`config.mk`:
```
export PLATFORM = sky130hd
export DESIGN_NAME = fetch_unit
export DESIGN_NICKNAME = d
export VERILOG_FILES = /design/src/rtl/fetch_pkg.sv /design/src/rtl/fetch_fifo.sv /design/src/rtl/fetch_unit.sv
export SDC_FILE = /design/constraint.sdc
export NUM_CORES = 1
export LEC_CHECK = 0
export ABC_CLOCK_PERIOD_IN_PS = 7700
export BUFFER_PORTS_ARGS = -buffer_cell sky130_fd_sc_hd__buf_2
export CORE_MARGIN = 3
export CORE_UTILIZATION = 55
export CTS_CLUSTER_SIZE = 12
export DETAILED_ROUTE_END_ITERATION = 16
export GPL_TIMING_DRIVEN = 0
export PLACE_DENSITY = 0.88
export SETUP_SLACK_MARGIN = 0.05
export SYNTH_ARGS = -nofsm -noshare
export SYNTH_HDL_FRONTEND = slang
export SYNTH_SLANG_ARGS = --single-unit
```
`constraint.sdc`:
```
create_clock -name clk -period 7.7 [get_ports clk]
set_input_delay 0.385 -clock clk [delete_from_list [all_inputs] [get_ports clk]]
set_output_delay 0.385 -clock clk [all_outputs]
set_load 0.02 [all_outputs]
```
`src/rtl/fetch_pkg.sv`:
```
// Shared types and constants for the instruction-fetch front end.
// Optional performance counters are enabled with the FETCH_PERF_EN macro.
package fetch_pkg;

  localparam int XLEN = 32;
  localparam logic [XLEN-1:0] RESET_PC_DEFAULT = 32'd0;
  localparam int DEPTH_DEFAULT = 2;
  // Occupancy/credit counter width; 2**CNT_W must exceed DEPTH.
  localparam int CNT_W_DEFAULT = 2;

  typedef struct packed {
    logic [XLEN-1:0] pc;
    logic [XLEN-1:0] instr;
  } fetch_entry_t;

  // Saturating accumulate used by the optional counters.
  function automatic logic [XLEN-1:0] sat_add(input logic [XLEN-1:0] v,
                                              input logic [XLEN-1:0] d);
    logic [XLEN:0] sum;
    sum = {1'b0, v} + {1'b0, d};
    return sum[XLEN] ? {XLEN{1'b1}} : sum[XLEN-1:0];
  endfunction

endpackage

```
`src/rtl/fetch_fifo.sv`:
```
// Small synchronous FIFO with flush. The head is read straight from the
// entry registers, so it is glitch-free and stable while nothing pops.
module fetch_fifo
  import fetch_pkg::*;
#(
  parameter int DEPTH = DEPTH_DEFAULT,
  parameter int WIDTH = XLEN,
  parameter int CNT_W = CNT_W_DEFAULT
) (
  input  logic             clk,
  input  logic             rst,
  input  logic             push,
  input  logic [WIDTH-1:0] push_data,
  input  logic             pop,
  input  logic             flush,
  output logic [CNT_W-1:0] count,
  output logic [WIDTH-1:0] head
);

  localparam int PTR_W = (DEPTH > 1) ? $clog2(DEPTH) : 1;

  logic [PTR_W-1:0] rd_ptr_reg;
  logic [PTR_W-1:0] wr_ptr_reg;
  logic [CNT_W-1:0] count_reg;
  logic [WIDTH-1:0] entries [DEPTH];
  logic             push_en;
  logic             pop_en;

  // Never pop an empty FIFO or overwrite a full one.
  assign pop_en  = pop & (count_reg != '0);
  assign push_en = push & (count_reg != CNT_W'(DEPTH)) & ~flush;

  function automatic logic [PTR_W-1:0] ptr_inc(input logic [PTR_W-1:0] p);
    return (p == PTR_W'(DEPTH - 1)) ? '0 : p + PTR_W'(1);
  endfunction

  for (genvar gi = 0; gi < DEPTH; gi++) begin : g_entry
    logic [WIDTH-1:0] data_reg;
    // Capture push data when the write pointer selects this slot.
    always_ff @(posedge clk or posedge rst) begin
      if (rst)
        data_reg <= '0;
      else if (push_en && (wr_ptr_reg == PTR_W'(gi)))
        data_reg <= push_data;
    end
    assign entries[gi] = data_reg;
  end

  // Pointer and occupancy bookkeeping; flush empties the FIFO outright.
  always_ff @(posedge clk or posedge rst) begin
    if (rst) begin
      rd_ptr_reg <= '0;
      wr_ptr_reg <= '0;
      count_reg  <= '0;
    end else if (flush) begin
      rd_ptr_reg <= '0;
      wr_ptr_reg <= '0;
      count_reg  <= '0;
    end else begin
      if (push_en) wr_ptr_reg <= ptr_inc(wr_ptr_reg);
      if (pop_en)  rd_ptr_reg <= ptr_inc(rd_ptr_reg);
      count_reg <= count_reg + CNT_W'(push_en) - CNT_W'(pop_en);
    end
  end

  assign count = count_reg;
  assign head  = entries[rd_ptr_reg];

endmodule

```
`src/rtl/fetch_unit.sv`:
```
// Instruction-fetch front end: owns the PC, issues word-addressed fetches,
// tags in-order responses with their PC and buffers them for decode.
// Redirects flush the buffer and squash fetches still in flight.
// Optional: define FETCH_PERF_EN for perf_fetched / perf_squashed counters.
module fetch_unit
  import fetch_pkg::*;
#(
  parameter logic [XLEN-1:0] RESET_PC = RESET_PC_DEFAULT,
  parameter int              DEPTH    = DEPTH_DEFAULT,
  parameter int              CNT_W    = CNT_W_DEFAULT
) (
  input  logic            clk,
  input  logic            rst,
  input  logic            redirect_valid,
  input  logic [XLEN-1:0] redirect_pc,
  output logic            imem_req_valid,
  input  logic            imem_req_ready,
  output logic [XLEN-1:0] imem_req_addr,
  input  logic            imem_resp_valid,
  input  logic [XLEN-1:0] imem_resp_data,
  output logic            out_valid,
  input  logic            out_ready,
  output logic [XLEN-1:0] out_pc,
  output logic [XLEN-1:0] out_instr
`ifdef FETCH_PERF_EN
  ,
  output logic [31:0]     perf_fetched,
  output logic [31:0]     perf_squashed
`endif
);

  logic [XLEN-1:0]  fetch_pc_reg;
  logic [CNT_W-1:0] drop_cnt_reg;
  logic [CNT_W-1:0] pend_count;   // equals the number of outstanding fetches
  logic [CNT_W-1:0] buf_count;
  logic [XLEN-1:0]  pend_head;
  fetch_entry_t     buf_head;
  fetch_entry_t     buf_push_data;
  logic [CNT_W:0]   in_use;
  logic             pop_fire;
  logic             req_fire;
  logic             resp_acc;
  logic             resp_keep;

  // A head pop this cycle frees a slot, which keeps 1 instr/cycle streaming
  // with single-cycle memory and a two-entry buffer.
  assign pop_fire       = (buf_count != '0) & out_ready & ~redirect_valid;
  assign in_use         = {1'b0, pend_count} + {1'b0, buf_count} - (CNT_W+1)'(pop_fire);
  assign imem_req_valid = ~rst & ~redirect_valid & (in_use < (CNT_W+1)'(DEPTH));
  assign imem_req_addr  = fetch_pc_reg;
  assign req_fire       = imem_req_valid & imem_req_ready;

  // Responses with nothing outstanding are stray and ignored entirely.
  assign resp_acc      = imem_resp_valid & (pend_count != '0);
  assign resp_keep     = resp_acc & ~redirect_valid & (drop_cnt_reg == '0);
  assign buf_push_data = '{pc: pend_head, instr: imem_resp_data};

  fetch_fifo #(.DEPTH(DEPTH), .WIDTH(XLEN), .CNT_W(CNT_W)) u_pend_q (
    .clk       (clk),
    .rst       (rst),
    .push      (req_fire),
    .push_data (fetch_pc_reg),
    .pop       (resp_acc),
    .flush     (1'b0),
    .count     (pend_count),
    .head      (pend_head)
  );

  fetch_fifo #(.DEPTH(DEPTH), .WIDTH($bits(fetch_entry_t)), .CNT_W(CNT_W)) u_ibuf (
    .clk       (clk),
    .rst       (rst),
    .push      (resp_keep),
    .push_data (buf_push_data),
    .pop       (pop_fire),
    .flush     (redirect_valid),
    .count     (buf_count),
    .head      (buf_head)
  );

  // PC advance and squash accounting; a redirect overrides everything.
  always_ff @(posedge clk or posedge rst) begin
    if (rst) begin
      fetch_pc_reg <= RESET_PC;
      drop_cnt_reg <= '0;
    end else if (redirect_valid) begin
      fetch_pc_reg <= redirect_pc;
      drop_cnt_reg <= pend_count - CNT_W'(resp_acc);
    end else begin
      if (req_fire)
        fetch_pc_reg <= fetch_pc_reg + 32'd1;
      if (resp_acc && (drop_cnt_reg != '0))
        drop_cnt_reg <= drop_cnt_reg - CNT_W'(1);
    end
  end

  assign out_valid = (buf_count != '0);
  assign out_pc    = buf_head.pc;
  assign out_instr = buf_head.instr;

`ifdef FETCH_PERF_EN
  logic [31:0] perf_fetched_reg;
  logic [31:0] perf_squashed_reg;
  logic [31:0] squash_now;

  assign squash_now = (redirect_valid ? 32'(buf_count) : 32'd0) + 32'(resp_acc & ~resp_keep);

  // Saturating counts of delivered and discarded instructions.
  always_ff @(posedge clk or posedge rst) begin
    if (rst) begin
      perf_fetched_reg  <= '0;
      perf_squashed_reg <= '0;
    end else begin
      perf_fetched_reg  <= sat_add(perf_fetched_reg, 32'(pop_fire));
      perf_squashed_reg <= sat_add(perf_squashed_reg, squash_now);
    end
  end

  assign perf_fetched  = perf_fetched_reg;
  assign perf_squashed = perf_squashed_reg;
`endif

endmodule

```
==> results.cfg <==
[min_path]
min_to = imem_req_addr[14]
hold-path-cell-count = 3
min_path_type = in2reg
min-delay-start = redirect_pc[14]

[timing]
timing.setup.tns_ns = 0
max_freq_mhz = 258
maxSlewViolCount = 0
period_needed_ns = 3.88
slew_headroom_pct = 44.3
worst_slack_ns = 3.82
rsz0062_at_grt = no
clock_skew_ns = 0.0129
finalSetupViolations = 0
worst_pin_slew_ns = 0.835
final-hold-violation-count = 0
post-route-period-util_pct = 50.4

[power]
total_power_mw = 4.56
ir_drop_uv = 163
pwr-share-seq_pct = 41.3
cellPowerDensity_mw_per_mm2 = 359
p_leak_nw = 6.07
p_clk_share_pct = 22.9
intPower_mw = 2.97
switchingPower_mw = 1.59
pwr-share-comb_pct = 35.9
switching_share_pct = 34.9

[cts]
cts.path.max_buffers = 3
numCtsBuffers = 24
cts.sinks = 234
clock_latency_ns = 0.51
cts_tree = built
cts_htree_levels = 1
cts_resized = 0
cts_root_buf = clkbuf_16
clk_pin_slew_ns = 0.06

[worst_setup_path]
crit_family = buffers and inverters
cp-start-kind = primary input
r2r_cells = 14
critPathMaxStageDelay_ns = 0.52
required_ns = 8.09
path_cells = buf_2 > clkbuf_1 > buf_1 > nor2_1 > ha_1 > nand2b_1 > fa_1 > xnor2_1 > or2_1 > clkbuf_1 > clkbuf_1 > nor2_1 > a32oi_1 > nand2_1
criticalPathCategory = in2reg
cpMaxStageDelayCell = buf_1
r2r-start = u_ibuf.count[0]
crit_fanout = 10
ff2ff_setup_slack_ns = 4.05
critical_path.most_common_cell = clkbuf_1
arrival_ns = 4.26
cp_num_buf_inv = 5
reg2reg_to = imem_req_addr[14]
end_kind = flop

[die]
ios = 168
fp-row-count = 50
coreArea_mm2 = 0.0190
start_util_pct = 56.9
dieWidth_um = 146
die_y_um = 146
die_area_mm2 = 0.0213

[routing]
drcViolationCount = 0
drtIter0Drc = 490
postRouteAntennaNets = 0
avgRoutedWirePerCell_um = 19.0
dr.pass1.iters = 5
wl_um = 25500
drt-vias-per-instance = 5.79
vias = 7787

[global_routing]
grt_pass1_wl_um = 41200
grt_max_degree = 82
antenna_found_initial = 0
overflow = 0
grt_pass1_vias = 7925
track_usage_pct = 23.4

[cells_and_area]
n_fill_cell = 1363
num_antenna_cells = 0
area.growth.synth_to_final_pct = 17.8
final_layout_size_suffix_gt1_share_pct = 40.6
largest_reg_flops = 128
nets = 1156

[synthesis]
syn_inst = 882
synth_common_cells = dfrtp_1, mux2_2, nand2_1, nor2_1, o21ai_0
synth-edff-count = 0
seq_area_frac_synth_pct = 54.3
synth_largest_type_area_fraction_pct = 54.3
synth_area_mm2 = 0.0108
ys_seq_elements = 234
synthArstFlopShare_pct = 100
yosys.cell_types.count = 55
yosys.cell_count.top_type = dfrtp_1
syn-mean-instance-area_um2 = 12.2
syn_nets = 961
yosysTopAreaCell = dfrtp_1
netlist_top_cells_area = dfrtp_1, mux2_2, mux2i_1, nand2_1, o21ai_0
yosys_warnings = 0
ys.flop_type = dfrtp_1

[placement]
numPortBuffers = 166
gp_congestion = 0.931
dpl.hpwl_um = 17700
dp_slack_ns = 3.38

[job]
drv_cap = 0

[outcome]
outcome = finished, final reports clean
## area by class of cell
type	instances	area (um2)	share of cell area [%]
Sequential cell	234	5860	46.1
Multi-Input combinational cell	578	4560	35.9
Timing Repair Buffer	169	896	7.06
Clock buffer	32	672	5.29
Tap cell	260	325	2.56
Buffer	56	309	2.43
Inverter	14	60.1	0.473
Clock inverter	3	15.0	0.118
## power by group through the flow
stage	combinational (mW)	clock, mW	sequential, mW
floorplan	1.16	0	1.84
global placement	1.57	0	1.86
detailed placement	1.62	0	1.89
CTS	1.64	1.06	1.88
global route	1.76	1.12	1.93
finish	1.64	1.04	1.88
## stage by stage
stage          cells  util (%)  hold slack, ns  cell area (um2)
3_5_place_dp    1310      63.3           0.465            12000
2_1_floorplan    882         -           0.444            10800
4_1_cts         1346      67.0          0.0822            12700
6_report        1346      67.0          0.0967            12700
3_3_place_gp    1308      63.0           0.454            11900
5_1_grt         1346      67.0          0.0999            12700
## worst min-delay path, stage by stage
cell,delay (ns)
buf_2,0.08
a32oi_1,0.05
nand2_1,0.05
## metal layers
layer | track usage (%) | part of all wire (%) | routed length (um)
met2 | 38.9 | 47 | 12100
met1 | 32.8 | 43 | 11100
met5 | 0 | 0 | 0
met3 | 3.30 | 7.0 | 1790
met4 | 6.26 | 2.3 | 597
## kinds of logic (layout without fill, tap and decap cells)
kind of cell | after synthesis | count (layout) | share of synthesized area, %
and+or+nand+nor | 203 | 203 | 9.38
DFF | 234 | 234 | 54.3
buffers and inverters | 70 | 274 | 3.35
AOI/OAI and AO/OA | 129 | 129 | 7.72
xor gates and xnor gates | 11 | 11 | 0.894
adders and majority gates | 9 | 9 | 1.11
muxes | 226 | 226 | 23.2
## what timing repair did
action,in CTS,in global routing
endpoints found under the hold margin,73,0
hold buffers,1,0
setup buffers,0,0
## layout by cell type, fill, tap and decap left out, types with 3 or more instances in the layout
cell	count
dfrtp_1	234
mux2_2	191
buf_2	185
nand2_1	72
nor2_1	56
o21ai_0	50
mux2i_1	34
a21oi_1	29
clkbuf_1	27
clkbuf_16	25
nand3_1	16
inv_1	13
o211ai_1	12
nor2b_1	10
nand4_1	9
a21oi_2	8
ha_1	8
xnor2_1	7
a22oi_1	7
buf_6	6
nand3b_1	6
buf_4	5
o311ai_0	5
xor2_1	4
and2_1	4
nor4_1	4
buf_1	3
a221o_1	3
a32oi_1	3
and3_1	3
nand4_2	3
or4_1	3
clkinv_2	3
## worst max-delay path by stage
stage | startpoint | endpoint | slack, ns | depth (start not counted)
3_5_place_dp | redirect_valid | imem_req_addr[8] | 3.38 | 14
3_3_place_gp | rst | u_ibuf.g_entry[0].data_reg[31] | -1.39 | 2
2_1_floorplan | rst | drop_cnt_reg[0] | 0.90 | 1
6_report | redirect_valid | imem_req_addr[14] | 3.82 | 14
4_1_cts | redirect_valid | imem_req_addr[14] | 3.89 | 14
5_1_grt | redirect_valid | imem_req_addr[13] | 3.57 | 14
Power figures use the tool's default switching activity.
